File: config.mk
export PLATFORM = sky130hd
export DESIGN_NAME = usb_fifo_gpio_bridge_flat
export DESIGN_NICKNAME = d
export VERILOG_FILES = /design/src/rtl/usb_fifo_gpio_bridge_if.sv /design/src/rtl/usb_fifo_gpio_bridge.sv /design/src/flat_wrapper.sv
export SDC_FILE = /design/constraint.sdc
export NUM_CORES = 1
export LEC_CHECK = 0
export CELL_PAD_IN_SITES_DETAIL_PLACEMENT = 0
export CELL_PAD_IN_SITES_GLOBAL_PLACEMENT = 1
export CORE_MARGIN = 2
export CORE_UTILIZATION = 50
export DETAILED_ROUTE_END_ITERATION = 8
export HOLD_SLACK_MARGIN = 0.08
export PLACE_DENSITY = 0.79
export SLEW_MARGIN = 20
export SYNTH_ARGS = -nofsm -noshare
export SYNTH_HDL_FRONTEND = slang
export SYNTH_SLANG_ARGS = --single-unit
File: constraint.sdc
create_clock -name clk -period 8.7 [get_ports clk]
set_clock_uncertainty 0.2 [all_clocks]
set_input_delay 1.305 -clock clk [delete_from_list [all_inputs] [get_ports clk]]
set_output_delay 1.305 -clock clk [all_outputs]
set_load 0.02 [all_outputs]
File: src/rtl/usb_fifo_gpio_bridge_if.sv
// Pin bundle between the bridge, the FT245-style USB FIFO chip and the 32-bit USB GPIO PIO.
//   master : bridge side. It drives the chip strobes, the data bus output half and gpio_in.
//   slave  : chip/PIO side. It drives usb_d_in, usb_rxf_n, usb_txe_n and gpio_out.
interface usb_fifo_gpio_bridge_if;
  logic [7:0]  usb_d_in;
  logic [7:0]  usb_d_out;
  logic        usb_d_oe;
  logic        usb_rxf_n;
  logic        usb_txe_n;
  logic        usb_rd_n;
  logic        usb_wr_n;
  logic [31:0] gpio_out;
  logic [31:0] gpio_in;

  modport master (
    input  usb_d_in, usb_rxf_n, usb_txe_n, gpio_out,
    output usb_d_out, usb_d_oe, usb_rd_n, usb_wr_n, gpio_in
  );

  modport slave (
    output usb_d_in, usb_rxf_n, usb_txe_n, gpio_out,
    input  usb_d_out, usb_d_oe, usb_rd_n, usb_wr_n, gpio_in
  );
endinterface

File: src/rtl/usb_fifo_gpio_bridge.sv
// Bridge between an FT245-style async USB FIFO chip and the USB GPIO PIO.
// Bytes read from the chip go into a small RX FIFO. Firmware pops them through a toggle bit
// and sends TX bytes through a second toggle bit. Status is returned on gpio_in, which is registered.
// Ports:
//   clk, reset_n : system clock (PIO domain); asynchronous active-low reset
//   bus          : usb_fifo_gpio_bridge_if.master
//                  - chip pins: usb_d_in/out/oe, usb_rxf_n, usb_txe_n, usb_rd_n, usb_wr_n
//                  - PIO ports: gpio_out (firmware commands), gpio_in (status)
module usb_fifo_gpio_bridge #(
  parameter int RD_PULSE   = 4,
  parameter int WR_PULSE   = 4,
  parameter int RECOVERY   = 4,
  parameter int FIFO_DEPTH = 16
) (
  input  logic                    clk,
  input  logic                    reset_n,
  usb_fifo_gpio_bridge_if.master  bus
);
  localparam int AW = $clog2(FIFO_DEPTH);
  localparam int TW = 8;

  typedef enum logic [2:0] {IDLE, WR_SETUP, WR_STROBE, RD_STROBE, RECOVER} state_t;

  state_t          state;
  logic [TW-1:0]   tmr;
  logic            rxf_meta, rxf_sync, txe_meta, txe_sync;
  logic [7:0]      tx_byte;
  logic            tx_seen, tx_busy, tx_ack_toggle, pop_seen;
  logic [7:0]      mem [FIFO_DEPTH];
  logic [AW-1:0]   wr_ptr, rd_ptr;
  logic [4:0]      count;
  logic [7:0]      rx_head;

  logic [7:0] tx_data;
  logic       tx_toggle, rx_pop_toggle, rx_flush;
  logic       unused_gpio;
  assign tx_data       = bus.gpio_out[7:0];
  assign tx_toggle     = bus.gpio_out[8];
  assign rx_pop_toggle = bus.gpio_out[9];
  assign rx_flush      = bus.gpio_out[10];
  assign unused_gpio   = ^bus.gpio_out[31:11];

  logic tx_take, wr_go, rd_go, push, pop;
  // A TX accept blocks a read decision on the same cycle. This gives TX priority from the
  // moment it is seen, and reads stay blocked until the write has fully retired.
  assign tx_take = (state == IDLE) && !tx_busy && (tx_toggle != tx_seen);
  assign wr_go   = (state == IDLE) && tx_busy && !txe_sync;
  assign rd_go   = (state == IDLE) && !tx_busy && !tx_take && !rxf_sync &&
                   (count < 5'(FIFO_DEPTH)) && !rx_flush;
  // A read that finishes during a flush still completes on the pins. Its byte is dropped.
  assign push    = (state == RD_STROBE) && (tmr == '0) && !rx_flush;
  assign pop     = (rx_pop_toggle != pop_seen) && (count != '0) && !rx_flush;
  assign rx_head = (count != '0) ? mem[rd_ptr] : 8'h00;

  always_ff @(posedge clk or negedge reset_n)
    if (!reset_n) begin
      rxf_meta <= 1'b1; rxf_sync <= 1'b1;
      txe_meta <= 1'b1; txe_sync <= 1'b1;
    end else begin
      rxf_meta <= bus.usb_rxf_n; rxf_sync <= rxf_meta;
      txe_meta <= bus.usb_txe_n; txe_sync <= txe_meta;
    end

  // Transfer FSM. All pin outputs are registered here.
  always_ff @(posedge clk or negedge reset_n)
    if (!reset_n) begin
      state         <= IDLE;
      tmr           <= '0;
      bus.usb_rd_n  <= 1'b1;
      bus.usb_wr_n  <= 1'b1;
      bus.usb_d_oe  <= 1'b0;
      bus.usb_d_out <= 8'h00;
      tx_byte       <= 8'h00;
      tx_seen       <= 1'b0;
      tx_busy       <= 1'b0;
      tx_ack_toggle <= 1'b0;
    end else begin
      case (state)
        IDLE: begin
          if (tx_take) begin
            tx_byte <= tx_data;
            tx_seen <= tx_toggle;
            tx_busy <= 1'b1;
          end
          if (wr_go) begin
            state         <= WR_SETUP;
            bus.usb_d_oe  <= 1'b1;
            bus.usb_d_out <= tx_byte;
          end else if (rd_go) begin
            state        <= RD_STROBE;
            bus.usb_rd_n <= 1'b0;
            tmr          <= TW'(RD_PULSE - 1);
          end
        end
        WR_SETUP: begin
          state        <= WR_STROBE;
          bus.usb_wr_n <= 1'b0;
          tmr          <= TW'(WR_PULSE - 1);
        end
        WR_STROBE:
          if (tmr == '0) begin
            state         <= RECOVER;
            bus.usb_wr_n  <= 1'b1;
            bus.usb_d_oe  <= 1'b0;
            tx_ack_toggle <= tx_seen;
            tmr           <= TW'(RECOVERY - 1);
          end else tmr <= tmr - 1'b1;
        RD_STROBE:
          if (tmr == '0) begin
            state        <= RECOVER;
            bus.usb_rd_n <= 1'b1;
            tmr          <= TW'(RECOVERY - 1);
          end else tmr <= tmr - 1'b1;
        RECOVER:
          if (tmr == '0) begin
            state   <= IDLE;
            tx_busy <= 1'b0;
          end else tmr <= tmr - 1'b1;
        default: state <= IDLE;
      endcase
    end

  always_ff @(posedge clk)
    if (push) mem[wr_ptr] <= bus.usb_d_in;

  always_ff @(posedge clk or negedge reset_n)
    if (!reset_n) begin
      wr_ptr   <= '0;
      rd_ptr   <= '0;
      count    <= '0;
      pop_seen <= 1'b0;
    end else begin
      // pop_seen always follows the toggle. A pop at empty or during a flush is consumed silently.
      pop_seen <= rx_pop_toggle;
      if (rx_flush) begin
        wr_ptr <= '0;
        rd_ptr <= '0;
        count  <= '0;
      end else begin
        if (push) wr_ptr <= wr_ptr + 1'b1;
        if (pop)  rd_ptr <= rd_ptr + 1'b1;
        if (push && !pop)      count <= count + 1'b1;
        else if (pop && !push) count <= count - 1'b1;
      end
    end

  always_ff @(posedge clk or negedge reset_n)
    if (!reset_n) bus.gpio_in <= 32'h0006_8000;
    else bus.gpio_in <= {13'h0, txe_sync, rxf_sync, (count == 5'(FIFO_DEPTH)),
                         (count == '0), tx_ack_toggle, tx_busy, count, rx_head};
endmodule

File: src/flat_wrapper.sv
// flat-port wrapper written by rule: the top's interface ports become plain ports
module usb_fifo_gpio_bridge_flat 
#(
  parameter int RD_PULSE   = 4,
  parameter int WR_PULSE   = 4,
  parameter int RECOVERY   = 4,
  parameter int FIFO_DEPTH = 16
)
  (clk, reset_n, bus_usb_d_in, bus_usb_rxf_n, bus_usb_txe_n, bus_gpio_out, bus_usb_d_out, bus_usb_d_oe, bus_usb_rd_n, bus_usb_wr_n, bus_gpio_in);
  usb_fifo_gpio_bridge_if bus_i ();
  input  logic clk;
  input  logic reset_n;
  input wire logic [$bits(bus_i.usb_d_in)-1:0] bus_usb_d_in;
  input wire logic [$bits(bus_i.usb_rxf_n)-1:0] bus_usb_rxf_n;
  input wire logic [$bits(bus_i.usb_txe_n)-1:0] bus_usb_txe_n;
  input wire logic [$bits(bus_i.gpio_out)-1:0] bus_gpio_out;
  output wire logic [$bits(bus_i.usb_d_out)-1:0] bus_usb_d_out;
  output wire logic [$bits(bus_i.usb_d_oe)-1:0] bus_usb_d_oe;
  output wire logic [$bits(bus_i.usb_rd_n)-1:0] bus_usb_rd_n;
  output wire logic [$bits(bus_i.usb_wr_n)-1:0] bus_usb_wr_n;
  output wire logic [$bits(bus_i.gpio_in)-1:0] bus_gpio_in;
  assign bus_i.usb_d_in = bus_usb_d_in;
  assign bus_i.usb_rxf_n = bus_usb_rxf_n;
  assign bus_i.usb_txe_n = bus_usb_txe_n;
  assign bus_i.gpio_out = bus_gpio_out;
  assign bus_usb_d_out = bus_i.usb_d_out;
  assign bus_usb_d_oe = bus_i.usb_d_oe;
  assign bus_usb_rd_n = bus_i.usb_rd_n;
  assign bus_usb_wr_n = bus_i.usb_wr_n;
  assign bus_gpio_in = bus_i.gpio_in;
  usb_fifo_gpio_bridge #(.RD_PULSE(RD_PULSE), .WR_PULSE(WR_PULSE), .RECOVERY(RECOVERY), .FIFO_DEPTH(FIFO_DEPTH)) u_core (.clk(clk), .reset_n(reset_n), .bus(bus_i));
endmodule
==> flow_metrics.tcl, run 1 <==
set metrics [dict create \
    synth_ff_type "edfxtp_1" \
    dp_slack_ps 4370 \
    cap_violations 0 \
    vias 4133 \
    finalSetupViolations 0 \
    rows 46 \
    finalMaxSlewViolations 0 \
    required_ps 8770 \
    async_flop_share_pct 35.4 \
    rr_startpoint "u_core.tmr[3]$_DFFE_PN0P_" \
    nFillCells 1172 \
    post-cts-setup-buffer-count 0 \
    gp_congestion 0.799 \
    yosys_warnings 0 \
    synth-seq-cells 198 \
    slowest_delay_ps 810 \
    drive_gt1_share_pct 20.0 \
    clk_latency_ps 420 \
    wirelength_um 14500 \
    drt_iter0_markers 265 \
    grt_overflow 0 \
    min_period_over_period_pct 44.3 \
    synth_cell_types 60 \
    htreeDepth 4 \
    drc 0 \
    dr.pass1.iters 4 \
    final_nets 583 \
    syn_avg_cell_area_um2 17.0 \
    p_int_w 0.00171 \
    hold_path_class "reg -> reg" \
    end_kind "flop" \
    outcome "complete, no violations" \
    dpl-instance-area_mm2 0.00873 \
    chipWidth_um 131 \
    pwr-share-comb_pct 18.7 \
    p_sw_share_pct 25.3 \
    p_sw_w 0.000580 \
    ant_nets 0 \
    crit_family "simple AND/OR/NAND/NOR gates" \
    power_density_mw_per_mm2 246 \
    cp_cell_sequence "clkdlybuf4s50_1, or3_1, fa_1, a21o_1, a21oi_1, and3_1, o21a_1, nor3_1" \
    ios 87 \
    grt_util_all_layers_pct 18.4 \
    worstHoldStart "u_core.rxf_meta$_DFF_PN1_" \
    cts_tree "done" \
    fp.dieH_um 131 \
    hold_viol 0 \
    core_area_mm2 0.0158 \
    n_antenna_cell 0 \
    start_util_pct 50.9 \
    grt_pass1_vias 4165 \
    cts_root_buf "clkbuf_16" \
    ys_seq_area_share_pct 69.6 \
    synth_cells 473 \
    final_cell_mix "128 x edfxtp_1, 59 x dfrtp_1, 51 x clkdlybuf4s50_1" \
    cp-startpoint "bus_gpio_out[10]" \
    crit_fanout 21 \
    critPathKind "in -> reg" \
    synth_top_area_share_pct 47.7 \
    power_frac_seq_pct 47.7 \
    synthesis.area_mm2 0.00805 \
    peakVddDrop_uv 150 \
    synth_top_area_cell "edfxtp_1" \
    cts_sinks 198 \
    fmax_mhz 259 \
    p_leak_nw 3.34 \
    power.total_w 0.00229 \
    min_period_ps 3850 \
    critPathSlowestCell "clkdlybuf4s50_1" \
    grt_max_degree 71 \
    start_kind "input port" \
    worst_pin_slew_ps 1100 \
    antenna_found_initial 0 \
    syn2layout_area_growth_pct 15.7 \
    io_buffers 52 \
    synthTopCellsByArea "edfxtp_1 48%, dfrtp_1 19%, mux4_2 8.9%" \
    cts.clk_slew.worst_paths_ps 70 \
    setup_tns_ps 0 \
    final_common_cell "edfxtp_1" \
    rsz0062_at_grt "no" \
    cts_hold_buf 0 \
    cts_max_path_buffers 2 \
    hpwl_um 9130 \
    die_area_mm2 0.0171 \
    worstPathArrival_ps 3930 \
    cts_made_buffers 17 \
    fin_ws_ps 4850 \
    cp_num_buf_inv 1 \
    routed_via_density 5.47 \
    finalInstanceArea_mm2 0.00932 \
    synth_edf_count 128 \
    wl_per_cell_um 19.2 \
    grt_pass1_wl_um 22800 \
    post_cts_resize_count 0 \
    clock_power_share_pct 33.6 \
    maxSlewHeadroom_pct 26.9 \
]
-- state kept, by name, indices dropped and copies added, names as in the netlist, 3 cells and up --
signal and cells:
u_core.bus.gpio_in 19, u_core.bus.usb_d_out 8, u_core.count 5, u_core.mem 128, u_core.rd_ptr 4, u_core.state 3, u_core.tmr 8, u_core.tx_byte 8
u_core.wr_ptr 4
-- layout make-up --
| cell class | count | area, um^2 | share of cell area (%) |
|---|---|---|---|
| clock buffers | 21 | 460 | 4.94 |
| repair buffers | 56 | 548 | 5.88 |
| flip-flops and latches | 198 | 5610 | 60.2 |
| inverters | 6 | 22.5 | 0.242 |
| clock inverters | 11 | 126 | 1.36 |
| well taps | 216 | 270 | 2.90 |
| multi-input cells | 248 | 2280 | 24.5 |
-- worst paths after layout --
| kind | slack [ps] | cells after the start | end |
|---|---|---|---|
| max | 4850 | 8 | u_core.count[4]$_DFFE_PN0P_ |
| min | 160 | 0 | u_core.rxf_sync$_DFF_PN1_ |
| max reg2reg | 5230 | 9 | u_core.count[4]$_DFFE_PN0P_ |
| min reg2reg | 160 | 0 | u_core.rxf_sync$_DFF_PN1_ |
| max in group asynchronous | 6850 | 1 | u_core.rd_ptr[0]$_DFFE_PN0P_ |
| min in group asynchronous | 800 | 1 | u_core.tx_byte[5]$_DFFE_PN0P_ |
-- power by group through the flow --
stage	clock (W)	sequential (W)	combinational (W)
finish	0.000768	0.00109	0.000429
global route	0.000817	0.00110	0.000468
CTS	0.000783	0.00109	0.000435
detailed placement	0	0.00111	0.000433
global placement	0	0.00111	0.000425
floorplan	0	0.00112	0.000289
-- cells in the mapped netlist, types with 2 or more instances --
library cell and instances:
nor2_1 21, o21ai_1 2, nor3_1 11, xnor2_1 4, nand2b_1 4, or3b_2 2
nand2_1 21, nor4_1 3, edfxtp_1 128, and3_1 2, nand4_1 2, a221o_1 2
o22ai_1 8, mux2i_1 19, dfrtp_1 61, dfstp_2 9, nor4b_1 2, inv_1 6
a21boi_0 2, nand3_1 8, mux2_2 19, xor2_1 6, ha_1 11, a21o_1 2
nand3b_1 2, mux4_2 32, buf_1 2, and2_1 14, buf_2 5, buf_4 13
a21oi_1 4, o21a_1 2, clkbuf_1 12, o21ai_0 6
-- metrics by stage --
step | cells | hold WS, ps | utilization, %
floorplan | 485 | 145 | -
global placement | 724 | 147 | 55.2
detailed placement | 724 | 151 | 55.2
CTS | 756 | 161 | 58.9
global route | 756 | 162 | 58.9
finish | 756 | 159 | 58.9
-- layer usage --
layer,vias to the layer above,global-route usage [%],share of wire [%]
met2,105,30.7,51
met5,-,0,0
met4,0,6.07,1.5
li1,1891,-,-
met1,2116,23.8,42
met3,21,4.60,5.0
-- cell families (layout without fill, tap and decap cells) --
logic type               Yosys count  count (layout)  synth area share (%)
flip-flops                       198             198                  69.6
other                              1              13                0.0466
multiplexers                      70              70                  14.0
XOR/XNOR                          11              11                  1.43
AND/OR/NAND/NOR                  105             105                  7.30
adder cells (fa/ha/maj)           12              12                  1.96
AO/OA/AOI/OAI                     37              37                  3.09
buffers and inverters             39              94                  2.59
Note: power is estimated with default switching activity, not from simulation.
==> run 2: changes to the inputs <==
- CORE_UTILIZATION: 50 -> 48
- PLACE_DENSITY: 0.79 -> 0.77
- clock period: 8.7 -> 3.9 ns (I/O delays scaled with it)
==> flow_metrics.tcl, run 2 (synthesis results as in run 1) <==
set metrics [dict create \
    outcome "complete, no violations" \
    wirelength_um 15100 \
    cts_root_buf "clkbuf_16" \
    hold_viol 0 \
    syn2layout_area_growth_pct 16.1 \
    ios 87 \
    fin_cells 763 \
    top_register "u_core.mem" \
    grt_pass1_wl_um 24300 \
    path_common_cell "nor3_1" \
    drive_gt1_share_pct 20.3 \
    hold_path_class "in -> async" \
    dp_slack_ps 451 \
    dr.pass1.iters 4 \
    antenna_found_initial 0 \
    rsz0062_at_grt "no" \
    p_leak_nw 3.35 \
    r2r.worst_path.cells 9 \
    maxSlewHeadroom_pct 38.8 \
    fmax_mhz 293 \
    cts_max_path_buffers 2 \
    post-cts-setup-buffer-count 0 \
    clk_latency_ps 430 \
    peakVddDrop_uv 327 \
    power_density_mw_per_mm2 546 \
    drt_iter0_markers 231 \
    cts_made_buffers 17 \
    start_kind "flop" \
    power.total_w 0.00510 \
    worstPathArrival_ps 3570 \
    grt_util_all_layers_pct 18.5 \
    required_ps 4050 \
    post_cts_resize_count 0 \
    wl_per_cell_um 19.7 \
    cts_hold_buf 0 \
    final_common_cell "edfxtp_1" \
    cts_sinks 198 \
    slowest_delay_ps 620 \
    cap_violations 0 \
    io_buffers 52 \
    chipWidth_um 134 \
    core_area_mm2 0.0165 \
    critPathSlowestCell "or4_1" \
    htreeDepth 4 \
    finalMaxSlewViolations 0 \
    cts_tree "done" \
    post-route-util_pct 56.8 \
    end_kind "flop" \
    ant_nets 0 \
    gp_congestion 0.749 \
    nFillCells 1301 \
    min_period_ps 3420 \
    fp.dieH_um 134 \
    drc 0 \
    n_antenna_cell 0 \
    cp_num_buf_inv 0 \
    setup_tns_ps 0 \
    fin_ws_ps 482 \
    rows 47 \
    grt_pass1_vias 4382 \
    finalSetupViolations 0 \
    final_nets 586 \
    reg_top3 "u_core.mem (128), u_core.bus.gpio_in (19)" \
    grt_overflow 0 \
    hpwl_um 9760 \
    start_util_pct 48.9 \
    dp_cells 731 \
    critPathKind "reg -> reg" \
    routed_via_density 5.54 \
    worst_pin_slew_ps 918 \
    crit_family "simple AND/OR/NAND/NOR gates" \
    die_area_mm2 0.0178 \
    largest_reg_flops 128 \
    cts.clk_slew.worst_paths_ps 60 \
    crit_cells 9 \
    grt_max_degree 71 \
    min_period_over_period_pct 87.6 \
    crit_fanout 8 \
    cp_cell_sequence "or4_1, o21a_1, or3_1, fa_1, a21o_1, a21oi_1, and3_1, nor3_1, nor3_1" \
    vias 4227 \
    final_cell_mix "128 x edfxtp_1, 58 x dfrtp_1, 51 x clkdlybuf4s50_1" \
]
## run 2: stage by stage
stage | instance area, um^2 | hold slack [ps]
final | 9350 | 59.9
after global routing | 9350 | 129
after CTS | 9350 | 103
after detailed placement | 8780 | 152
after global placement | 8780 | 147
after floorplan | 8100 | 89.4
## run 2: final timing paths
path	from	endpoint	slack, ps
min in group clk	u_core.txe_meta$_DFF_PN1_	u_core.txe_sync$_DFF_PN1_	160
hold reg to reg	u_core.txe_meta$_DFF_PN1_	u_core.txe_sync$_DFF_PN1_	160
hold / removal	reset_n	u_core.bus.gpio_in[4]$_DFF_PN0_	60
setup reg to reg	u_core.count[0]$_DFFE_PN0P_	u_core.count[4]$_DFFE_PN0P_	480
max in group asynchronous	reset_n	u_core.rd_ptr[1]$_DFFE_PN0P_	2810
setup / recovery	u_core.count[0]$_DFFE_PN0P_	u_core.count[4]$_DFFE_PN0P_	480
## run 2: worst register-to-register path, stage by stage, from the launching register on
cell and delay, ps:
dfrtp_1 450, or4_1 620, o21a_1 360, or3_1 480
fa_1 440, a21o_1 200, a21oi_1 180, and3_1 200
nor3_1 50, nor3_1 170
## run 2: area by class of cell
type	count	area [um^2]	share of cell area (%)
timing repair buffer	59	583	6.23
sequential	198	5610	60.0
clock inverter	10	106	1.14
clock buffer	22	464	4.96
multi-input combinational	248	2290	24.5
tap	220	275	2.94
inverter	6	22.5	0.241
## run 2: report_power, final
part	total (W)	switching [W]	internal, W
clock network	0.00169	0.000714	0.000971
logic	0.000952	0.000452	0.000501
registers	0.00247	0.000125	0.00234
## run 2: per-layer routing
layer / GRT usage [%] / vias up / part of all wire (%)
li1: - / 1898 / -
met1: 24.0 / 2196 / 42
met2: 30.2 / 120 / 51
met3: 4.87 / 13 / 6.1
met4: 6.86 / 0 / 0.98
met5: 0 / - / 0
